**src/rtl/pixel_fetch_if.sv**
```systemverilog
// Bundle of scan-controller, frame-RAM and LED-output signals around pixel_fetch.
// The slave modport is the fetch stage; the master modport is its environment.
interface pixel_fetch_if #(
  parameter int ROW_WIDTH  = 4,
  parameter int COL_WIDTH  = 6,
  parameter int CHAN_WIDTH = 6
);
  logic                               pixel_load_en;
  logic [COL_WIDTH-1:0]               column_address;
  logic [ROW_WIDTH-1:0]               row_address;
  logic [CHAN_WIDTH-1:0]              brightness_mask;
  logic                               swap_request;
  logic                               swap_ack;
  logic                               display_bank;
  logic                               ram_rd_en;
  logic [ROW_WIDTH+COL_WIDTH:0]       ram_addr;
  logic [6*CHAN_WIDTH-1:0]            ram_rd_data;
  logic [2:0]                         rgb_top;
  logic [2:0]                         rgb_bottom;
  logic                               pixel_valid;
  logic                               mask_error;

  modport slave (
    input  pixel_load_en, column_address, row_address, brightness_mask,
           swap_request, ram_rd_data,
    output swap_ack, display_bank, ram_rd_en, ram_addr,
           rgb_top, rgb_bottom, pixel_valid, mask_error
  );

  modport master (
    output pixel_load_en, column_address, row_address, brightness_mask,
           swap_request, ram_rd_data,
    input  swap_ack, display_bank, ram_rd_en, ram_addr,
           rgb_top, rgb_bottom, pixel_valid, mask_error
  );
endinterface

```
**src/rtl/pixel_fetch.sv**
```systemverilog
// Three-stage pixel fetch: issue RAM read, wait for data, reduce colour channels
// to one bit with the brightness bit-plane mask. Also owns frame-buffer bank swap.
module pixel_fetch #(
  parameter int ROW_WIDTH  = 4,
  parameter int COL_WIDTH  = 6,
  parameter int CHAN_WIDTH = 6
) (
  input  logic          clk_in,
  input  logic          reset,
  pixel_fetch_if.slave  pf
);

  localparam int AW = 1 + ROW_WIDTH + COL_WIDTH;
  localparam logic [CHAN_WIDTH-1:0] FRAME_MASK = {1'b1, {(CHAN_WIDTH-1){1'b0}}};

  typedef enum logic {ST_IDLE, ST_PENDING} state_t;

  function automatic logic [2:0] plane_bits(input logic [3*CHAN_WIDTH-1:0] chans,
                                            input logic [CHAN_WIDTH-1:0]   mask);
    plane_bits = {|(chans[3*CHAN_WIDTH-1:2*CHAN_WIDTH] & mask),
                  |(chans[2*CHAN_WIDTH-1:CHAN_WIDTH]   & mask),
                  |(chans[CHAN_WIDTH-1:0]              & mask)};
  endfunction

  state_t                r_state;
  state_t                w_state_nxt;
  logic                  r_display_bank;
  logic                  r_swap_ack;
  logic                  r_mask_error;
  logic                  w_frame_start;
  logic                  w_swap_now;
  logic                  w_bank;
  logic                  w_mask_ok;

  logic                  r_vld_p1;
  logic [AW-1:0]         r_ram_addr_p1;
  logic [CHAN_WIDTH-1:0] r_mask_p1;
  logic                  r_bad_p1;

  logic                  r_vld_p2;
  logic [CHAN_WIDTH-1:0] r_mask_p2;
  logic                  r_bad_p2;

  logic                  r_vld_p3;
  logic [2:0]            r_rgb_top_p3;
  logic [2:0]            r_rgb_bottom_p3;

  assign w_mask_ok     = $onehot(pf.brightness_mask);
  assign w_frame_start = pf.pixel_load_en && (pf.row_address == '0) &&
                         (pf.column_address == '1) && (pf.brightness_mask == FRAME_MASK);
  // A request arriving with the frame-start strobe itself swaps immediately.
  assign w_swap_now    = w_frame_start && ((r_state == ST_PENDING) || pf.swap_request);
  assign w_bank        = r_display_bank ^ w_swap_now;

  always_comb begin
    w_state_nxt = r_state;
    case (r_state)
      ST_IDLE:    if (pf.swap_request && !w_swap_now) w_state_nxt = ST_PENDING;
      ST_PENDING: if (w_swap_now) w_state_nxt = ST_IDLE;
      default:    w_state_nxt = ST_IDLE;
    endcase
  end

  always_ff @(posedge clk_in) begin
    if (reset) begin
      r_state        <= ST_IDLE;
      r_display_bank <= 1'b0;
      r_swap_ack     <= 1'b0;
      r_mask_error   <= 1'b0;
    end else begin
      r_state        <= w_state_nxt;
      r_display_bank <= w_bank;
      r_swap_ack     <= w_swap_now;
      if (pf.pixel_load_en && !w_mask_ok) r_mask_error <= 1'b1;
    end
  end

  // Stage 1: issue the RAM read at {bank, row, column}
  always_ff @(posedge clk_in) begin
    if (reset) begin
      r_vld_p1      <= 1'b0;
      r_ram_addr_p1 <= '0;
    end else begin
      r_vld_p1 <= pf.pixel_load_en;
      if (pf.pixel_load_en)
        r_ram_addr_p1 <= {w_bank, pf.row_address, pf.column_address};
    end
  end

  always_ff @(posedge clk_in) begin
    r_mask_p1 <= pf.brightness_mask;
    r_bad_p1  <= !w_mask_ok;
    r_mask_p2 <= r_mask_p1;
    r_bad_p2  <= r_bad_p1;
  end

  // Stage 2: RAM access in flight
  always_ff @(posedge clk_in) begin
    if (reset) r_vld_p2 <= 1'b0;
    else       r_vld_p2 <= r_vld_p1;
  end

  // Stage 3: bit-plane select; outputs hold between valid pulses
  always_ff @(posedge clk_in) begin
    if (reset) begin
      r_vld_p3        <= 1'b0;
      r_rgb_top_p3    <= 3'b000;
      r_rgb_bottom_p3 <= 3'b000;
    end else begin
      r_vld_p3 <= r_vld_p2;
      if (r_vld_p2) begin
        if (r_bad_p2) begin
          r_rgb_top_p3    <= 3'b000;
          r_rgb_bottom_p3 <= 3'b000;
        end else begin
          r_rgb_top_p3    <= plane_bits(pf.ram_rd_data[6*CHAN_WIDTH-1:3*CHAN_WIDTH], r_mask_p2);
          r_rgb_bottom_p3 <= plane_bits(pf.ram_rd_data[3*CHAN_WIDTH-1:0], r_mask_p2);
        end
      end
    end
  end

  assign pf.ram_rd_en    = r_vld_p1;
  assign pf.ram_addr     = r_ram_addr_p1;
  assign pf.rgb_top      = r_rgb_top_p3;
  assign pf.rgb_bottom   = r_rgb_bottom_p3;
  assign pf.pixel_valid  = r_vld_p3;
  assign pf.swap_ack     = r_swap_ack;
  assign pf.display_bank = r_display_bank;
  assign pf.mask_error   = r_mask_error;

endmodule
```
**src/flat_wrapper.sv**
```systemverilog
// flat-port wrapper written by rule: the top's interface ports become plain ports
module pixel_fetch_flat 
#(
  parameter int ROW_WIDTH  = 4,
  parameter int COL_WIDTH  = 6,
  parameter int CHAN_WIDTH = 6
)
  (clk_in, reset, pf_pixel_load_en, pf_column_address, pf_row_address, pf_brightness_mask, pf_swap_request, pf_ram_rd_data, pf_swap_ack, pf_display_bank, pf_ram_rd_en, pf_ram_addr, pf_rgb_top, pf_rgb_bottom, pf_pixel_valid, pf_mask_error);
  pixel_fetch_if #(.ROW_WIDTH(ROW_WIDTH), .COL_WIDTH(COL_WIDTH), .CHAN_WIDTH(CHAN_WIDTH)) pf_i ();
  input  logic clk_in;
  input  logic reset;
  input wire logic [$bits(pf_i.pixel_load_en)-1:0] pf_pixel_load_en;
  input wire logic [$bits(pf_i.column_address)-1:0] pf_column_address;
  input wire logic [$bits(pf_i.row_address)-1:0] pf_row_address;
  input wire logic [$bits(pf_i.brightness_mask)-1:0] pf_brightness_mask;
  input wire logic [$bits(pf_i.swap_request)-1:0] pf_swap_request;
  input wire logic [$bits(pf_i.ram_rd_data)-1:0] pf_ram_rd_data;
  output wire logic [$bits(pf_i.swap_ack)-1:0] pf_swap_ack;
  output wire logic [$bits(pf_i.display_bank)-1:0] pf_display_bank;
  output wire logic [$bits(pf_i.ram_rd_en)-1:0] pf_ram_rd_en;
  output wire logic [$bits(pf_i.ram_addr)-1:0] pf_ram_addr;
  output wire logic [$bits(pf_i.rgb_top)-1:0] pf_rgb_top;
  output wire logic [$bits(pf_i.rgb_bottom)-1:0] pf_rgb_bottom;
  output wire logic [$bits(pf_i.pixel_valid)-1:0] pf_pixel_valid;
  output wire logic [$bits(pf_i.mask_error)-1:0] pf_mask_error;
  assign pf_i.pixel_load_en = pf_pixel_load_en;
  assign pf_i.column_address = pf_column_address;
  assign pf_i.row_address = pf_row_address;
  assign pf_i.brightness_mask = pf_brightness_mask;
  assign pf_i.swap_request = pf_swap_request;
  assign pf_i.ram_rd_data = pf_ram_rd_data;
  assign pf_swap_ack = pf_i.swap_ack;
  assign pf_display_bank = pf_i.display_bank;
  assign pf_ram_rd_en = pf_i.ram_rd_en;
  assign pf_ram_addr = pf_i.ram_addr;
  assign pf_rgb_top = pf_i.rgb_top;
  assign pf_rgb_bottom = pf_i.rgb_bottom;
  assign pf_pixel_valid = pf_i.pixel_valid;
  assign pf_mask_error = pf_i.mask_error;
  pixel_fetch #(.ROW_WIDTH(ROW_WIDTH), .COL_WIDTH(COL_WIDTH), .CHAN_WIDTH(CHAN_WIDTH)) u_core (.clk_in(clk_in), .reset(reset), .pf(pf_i));
endmodule
```
**config.mk**
```make
export PLATFORM = sky130hd
export DESIGN_NAME = pixel_fetch_flat
export DESIGN_NICKNAME = d
export VERILOG_FILES = /design/src/rtl/pixel_fetch_if.sv /design/src/rtl/pixel_fetch.sv /design/src/flat_wrapper.sv
export SDC_FILE = /design/constraint.sdc
export NUM_CORES = 1
export LEC_CHECK = 0
export CORE_AREA = 2 2 66 68
export CTS_CLUSTER_DIAMETER = 150
export DETAILED_ROUTE_END_ITERATION = 6
export DIE_AREA = 0 0 68 70
export GPL_TIMING_DRIVEN = 0
export PLACE_DENSITY_LB_ADDON = 0.15
export SYNTH_ARGS = -nofsm -noshare
export SYNTH_HDL_FRONTEND = slang
export SYNTH_SLANG_ARGS = --single-unit
```
**constraint.sdc**
```tcl
create_clock -name clk_in -period 2.9 [get_ports clk_in]
set_clock_uncertainty 0.2 [all_clocks]
set_input_delay 0.58 -clock clk_in [delete_from_list [all_inputs] [get_ports clk_in]]
set_output_delay 0.58 -clock clk_in [all_outputs]
set_load 0.05 [all_outputs]
```
==> reports/metrics.yaml, run 1 <==
ant_nets: 0
synth_top_family_by_area: "simple AND/OR/NAND/NOR gates"
clock_sinks: 38
r2r_slack_ns: 1.60
grt_pass1_wl_um: 5840
r2r-start: "u_core.r_state"
synth_compound_area_share_pct: 13.5
reg2reg_depth: 4
grt_util_all_layers_pct: 16.2
crit_path_max_incr_delay_ns: 0.51
clk_latency_ns: 0.28
start_util_pct: 36.4
worst-path-buf-inv: 3
grt.overflow.total: 0
yosysWarnings: 0
cts_tree: "yes"
die_x_um: 68
cts.clk_slew.worst_paths_ns: 0.07
cts_resized: 0
status: "finished, final reports clean"
layout_common_cells: "76 x clkdlybuf4s50_1, 38 x dfxtp_1, 19 x nor2_1"
synth.distinct_cells: 25
setup_viol: 0
critPathLaunchType: "input pin"
min_from: "u_core.r_mask_p1[5]"
clk_path_buf_depth: 2
synth_nets: 200
viasPerCell: 4.87
worstSetupPathType: "input pin to flop"
post_cts_buffers: 0
critical_path_required_ns: 2.85
num-fill-cells: 349
cts_root_buf: "clkbuf_8"
rsz0062_at_grt: "false"
synthAdderAreaFrac_pct: 8.47
hold_viol: 0
cp_top_family: "adder cells"
crit_chain: "clkdlybuf4s50_1 -> inv_1 -> ha_1 -> inv_1 -> fa_1 -> ha_1 -> xnor2_1 -> nand3b_1 -> a21oi_1 -> nor2_1"
port_buffers: 76
maxCapViolations: 0
slew_violations: 0
gp_congestion: 0.832
firstDrtPassIters: 4
rows: 24
vdd_drop_max_v: 0.000471
antenna_found_initial: 0
htreeDepth: 2
io-pin-count: 78
grt_max_degree: 13
hpwl_um: 3150
ys_ff_latch: 38
numCtsBuffers: 5
p_leak_nw: 0.987
netlist_area_um2: 1510
holdPathEnd: "u_core.r_mask_p2[5]"
timing.final.crit_period_ns: 2.61
period_share_pct: 90.0
slew_headroom_pct: 65.1
p_per_area_nw_per_um2: 516
min_path_type: "flop to flop"
synth_xor_area_share_pct: 1.16
end_kind: "flop"
holdPathStages: 0
core_region_area_um2: 4140
cp_max_fo: 3
regArea_um2: 761
yosys.area_share.simple_pct: 13.5
synthMuxAreaShare_pct: 9.97
num_vias: 1320
syn_to_final_growth_pct: 62.0
syn_area_per_cell_um2: 11.2
syn_inst: 135
arrival_ns: 2.56
fmax_mhz: 383
tns_ns: 0
drc: 0
rr_endpoint: "u_core.pf.ram_addr[10]"
yosysSeqAreaShare_pct: 50.5
slowest_stage: "clkdlybuf4s50_1"
final_common_cell: "clkdlybuf4s50_1"
die-height_um: 70
multi_input_area_um2: 702
avgRoutedWirePerCell_um: 14.4
ctsHoldBuffers: 0
antenna-diode-count: 0
wirelength_um: 3900
whs_ns: 0.128
die_area_um2: 4760
first_global_vias: 1323
worst_pin_slew_ns: 0.522
drive_above_1_share_pct: 6.85
final_nets: 283
drt_iter0_drc: 30
cell usage after synthesis (all sizes together):
cell type / instances / share of area (%)
a22oi: 18 / 9.0
nand2b: 1 / 0.42
ha: 7 / 5.8
nand4bb: 2 / 2.9
dfxtp: 38 / 50
xnor2: 2 / 1.2
inv: 6 / 1.5
nor3: 1 / 0.33
nand2: 1 / 0.25
nand3b: 1 / 0.50
nor2b: 3 / 1.2
o211ai: 1 / 0.50
nor4: 2 / 1.8
a211oi: 1 / 0.83
buf: 2 / 0.66
nand4: 1 / 0.83
a31oi: 6 / 2.5
mux2i: 15 / 10
clkbuf: 3 / 0.75
nor2: 19 / 4.7
fa: 2 / 2.7
nor3b: 1 / 0.50
a21oi: 2 / 0.66
cell families (layout without fill, tap and decap cells):
kind of cell	after synthesis	in the layout
compound gates	28	28
xor+xnor	2	2
fa+ha+maj	9	9
buf+inv	11	95
flops	38	38
mux	15	15
simple gates	32	32
per-stage QoR:
stage	instances	setup slack [ns]	power (mW)	util, %	instance area, µm²
after global placement	263	0.0249	0.846	56.3	2330
after detailed placement	263	-0.00634	0.851	56.3	2330
after CTS	271	0.288	1.27	58.9	2440
final	271	0.289	1.26	58.9	2440
after floorplan	135	0.654	0.715	-	1510
after global routing	271	0.171	1.32	58.9	2440
worst max-delay path by stage:
stage,cells after the start,end,startpoint,slack [ns]
after global placement,10,u_core.pf.mask_error,pf_brightness_mask[4],0.02
after global routing,9,u_core.pf.mask_error,pf_brightness_mask[2],0.17
after floorplan,9,u_core.pf.mask_error,pf_brightness_mask[4],0.65
after CTS,10,u_core.pf.mask_error,pf_brightness_mask[4],0.29
after detailed placement,10,u_core.pf.mask_error,pf_brightness_mask[4],-0.006
final,10,u_core.pf.mask_error,pf_brightness_mask[4],0.29
flip-flops by register name (all words and copies together), names as in the netlist:
signal and cells:
u_core.pf.display_bank 1, u_core.pf.mask_error 1, u_core.pf.pixel_valid 1, u_core.pf.ram_addr 11, u_core.pf.ram_rd_en 1, u_core.pf.rgb_bottom 3
u_core.pf.rgb_top 3, u_core.pf.swap_ack 1, u_core.r_bad_p1 1, u_core.r_bad_p2 1, u_core.r_mask_p1 6, u_core.r_mask_p2 6
u_core.r_state 1, u_core.r_vld_p2 1
power by group:
part	internal (mW)	switching [mW]
Combinational	0.135	0.125
Clock	0.253	0.170
Sequential	0.555	0.0231
cell type report:
| cell class | instances | share of cell area (%) |
|---|---|---|
| Sequential cell | 38 | 31.2 |
| Clock buffer | 5 | 2.82 |
| Timing Repair Buffer | 76 | 31.2 |
| Inverter | 6 | 0.923 |
| Buffer | 5 | 0.871 |
| Multi-Input combinational cell | 86 | 28.8 |
| Tap cell | 52 | 2.67 |
| Clock inverter | 3 | 1.64 |
metal layers:
metal	global-route usage, %	routed length, µm	vias up
li1	-	-	648
met1	17.2	1450	594
met2	28.7	1920	70
met3	5.48	474	8
met4	6.00	55	0
met5	0	0	-
No activity file was read; power rests on OpenSTA's default activity.
==> inputs of run 2 (changes only) <==
- clock period: 2.9 -> 3 ns (I/O delays scaled with it)
==> results of run 2 <==
The final DEF is identical to that of run 1. Status: finished, final reports clean.
Main changes from that run: setup slack after placement -0.00634 ns -> 0.0737 ns; setup slack after layout 0.289 ns -> 0.369 ns; register-to-register setup slack 1.60 ns -> 1.70 ns; total power 1.26 mW -> 1.22 mW; worst IR drop on VDD 0.000471 V -> 0.000455 V
==> inputs of run 3 (changes only) <==
- clock period: 3 -> 2.7 ns (I/O delays scaled with it)
==> results of run 3 <==
The final DEF is identical to that of run 1. Status: finished, final reports clean.
Main changes from that run: setup slack after placement -0.00634 ns -> -0.166 ns; setup slack after layout 0.289 ns -> 0.129 ns; register-to-register setup slack 1.60 ns -> 1.40 ns; total power 1.26 mW -> 1.35 mW; worst IR drop on VDD 0.000471 V -> 0.000506 V
==> variant, RTL diff (config.mk and constraints of run 1) <==
Reset style: asynchronous (`reset`), changed in 4 clocked blocks.
--- a/src/rtl/pixel_fetch.sv
+++ b/src/rtl/pixel_fetch.sv
@@ -61,7 +61,7 @@
     endcase
   end
 
-  always_ff @(posedge clk_in) begin
+  always_ff @(posedge clk_in or posedge reset) begin
     if (reset) begin
       r_state        <= ST_IDLE;
       r_display_bank <= 1'b0;
@@ -76,7 +76,7 @@
   end
 
   // Stage 1: issue the RAM read at {bank, row, column}
-  always_ff @(posedge clk_in) begin
+  always_ff @(posedge clk_in or posedge reset) begin
     if (reset) begin
       r_vld_p1      <= 1'b0;
       r_ram_addr_p1 <= '0;
@@ -95,13 +95,13 @@
   end
 
   // Stage 2: RAM access in flight
-  always_ff @(posedge clk_in) begin
+  always_ff @(posedge clk_in or posedge reset) begin
     if (reset) r_vld_p2 <= 1'b0;
     else       r_vld_p2 <= r_vld_p1;
   end
 
   // Stage 3: bit-plane select; outputs hold between valid pulses
-  always_ff @(posedge clk_in) begin
+  always_ff @(posedge clk_in or posedge reset) begin
     if (reset) begin
       r_vld_p3        <= 1'b0;
       r_rgb_top_p3    <= 3'b000;
Function: differs if reset is asserted again (counterexample within 4 cycles, from zero or initial values and one cycle with reset high); with reset held inactive, the same outputs for 10 cycles.
==> variant against run 1 <==
- worst setup slack better by 0.074 ns
- design area increased by 0.26%
- routed wire length fell by 2.1%
- synthesized area is 0.75% higher
- sequential cell count unchanged
- non-clock buffer count is 3 lower
- critical path depth is 1 lower
- total power is 6.4% higher
==> variant: results (changes against run 1) <==
met3 Usage GRT=3.865% (-1.6 points); gr usage total=17.79% (+1.6 points); async set-reset flop share out of synthesis=63.16% (+63 points); proportion of synthesized area in mux cells=6.678% (-3.3 points); Compound-Gate Fraction of Synth Area=13.77% (+0.31 points); detailed placement HPWL=3138 um (-0.44%); largest net degree at the start of global routing=25 (+12); Mapped Nets=186 (-7.0%); status=complete, no violations; largest cells by area after synthesis=dfrtp_1 (40%), dfxtp_1 (18%), a22oi_1 (8.9%), mux2_2 (6.7%), ha_1 (5.8%); clk tree area frac=3.834% (-0.62 points); Filler cells=353 (+1.1%); Multi-input comb cells=67 (-22%); area used by multi-input combinational logic=576.8 um^2 (-18%); vias per inst=4.849 (-0.45%); layout cells sized above 1=9.223% (+2.4 points); sequential fraction of the synthesis area=58.04% (+7.5 points); vias in the first global route=1,341 (+1.4%); Inverters=15 (+9); DR iter-0 viols=84 (+180%); Post-Synth XOR/XNOR Area=1.154% (-0.0086 points); first-pass GRT wire length=6306 um (+8.0%); sw frac=29.97% (+4.7 points); DR WL/cell=14.78 um (+2.8%); met2 Use GR=29.13% (+0.43 points); most frequent cells after synthesis=dfrtp_1 (24), a22oi_1 (18), inv_1 (15); Post-Synth Adder-Cell Area=8.409% (-0.063 points); dpl cell area=2354 um^2 (+0.91%); Post-Place Setup Slack=0.02813 ns (+0.03448 ns); share of total power in combinational logic=27.5% (+6.9 points); crit-path max cell delay=0.49 ns (-0.02 ns); Data buffer area share=31.65% (-0.39 points)
==> variant: path summary, 6_finish.rpt <==
| check | from | cells past startpoint | slack, ns | endpoint |
|---|---|---|---|---|
| min reg2reg | u_core.r_mask_p1[3] | 0 | 0.13 | u_core.r_mask_p2[3] |
| min | u_core.r_mask_p1[3] | 0 | 0.13 | u_core.r_mask_p2[3] |
| min in group asynchronous | reset | 2 | 0.60 | u_core.pf.ram_addr[3] |
| max in group asynchronous | reset | 2 | 1.35 | u_core.pf.ram_addr[2] |
| max reg2reg | u_core.r_state | 3 | 1.54 | u_core.pf.display_bank |
| max | pf_brightness_mask[4] | 9 | 0.36 | u_core.pf.mask_error |
==> variant: through the flow <==
stage	std cells	hold WS, ns
after floorplan	121	0.1096
after global placement	250	0.1123
after detailed placement	250	0.1121
after CTS	258	0.1286
after global routing	258	0.1345
final	258	0.1274
==> variant: per-layer routing <==
metal / up-vias / wire length, um
li1: 610 / -
met1: 591 / 1544
met2: 45 / 2011
met3: 5 / 211
met4: 0 / 45
met5: - / 0
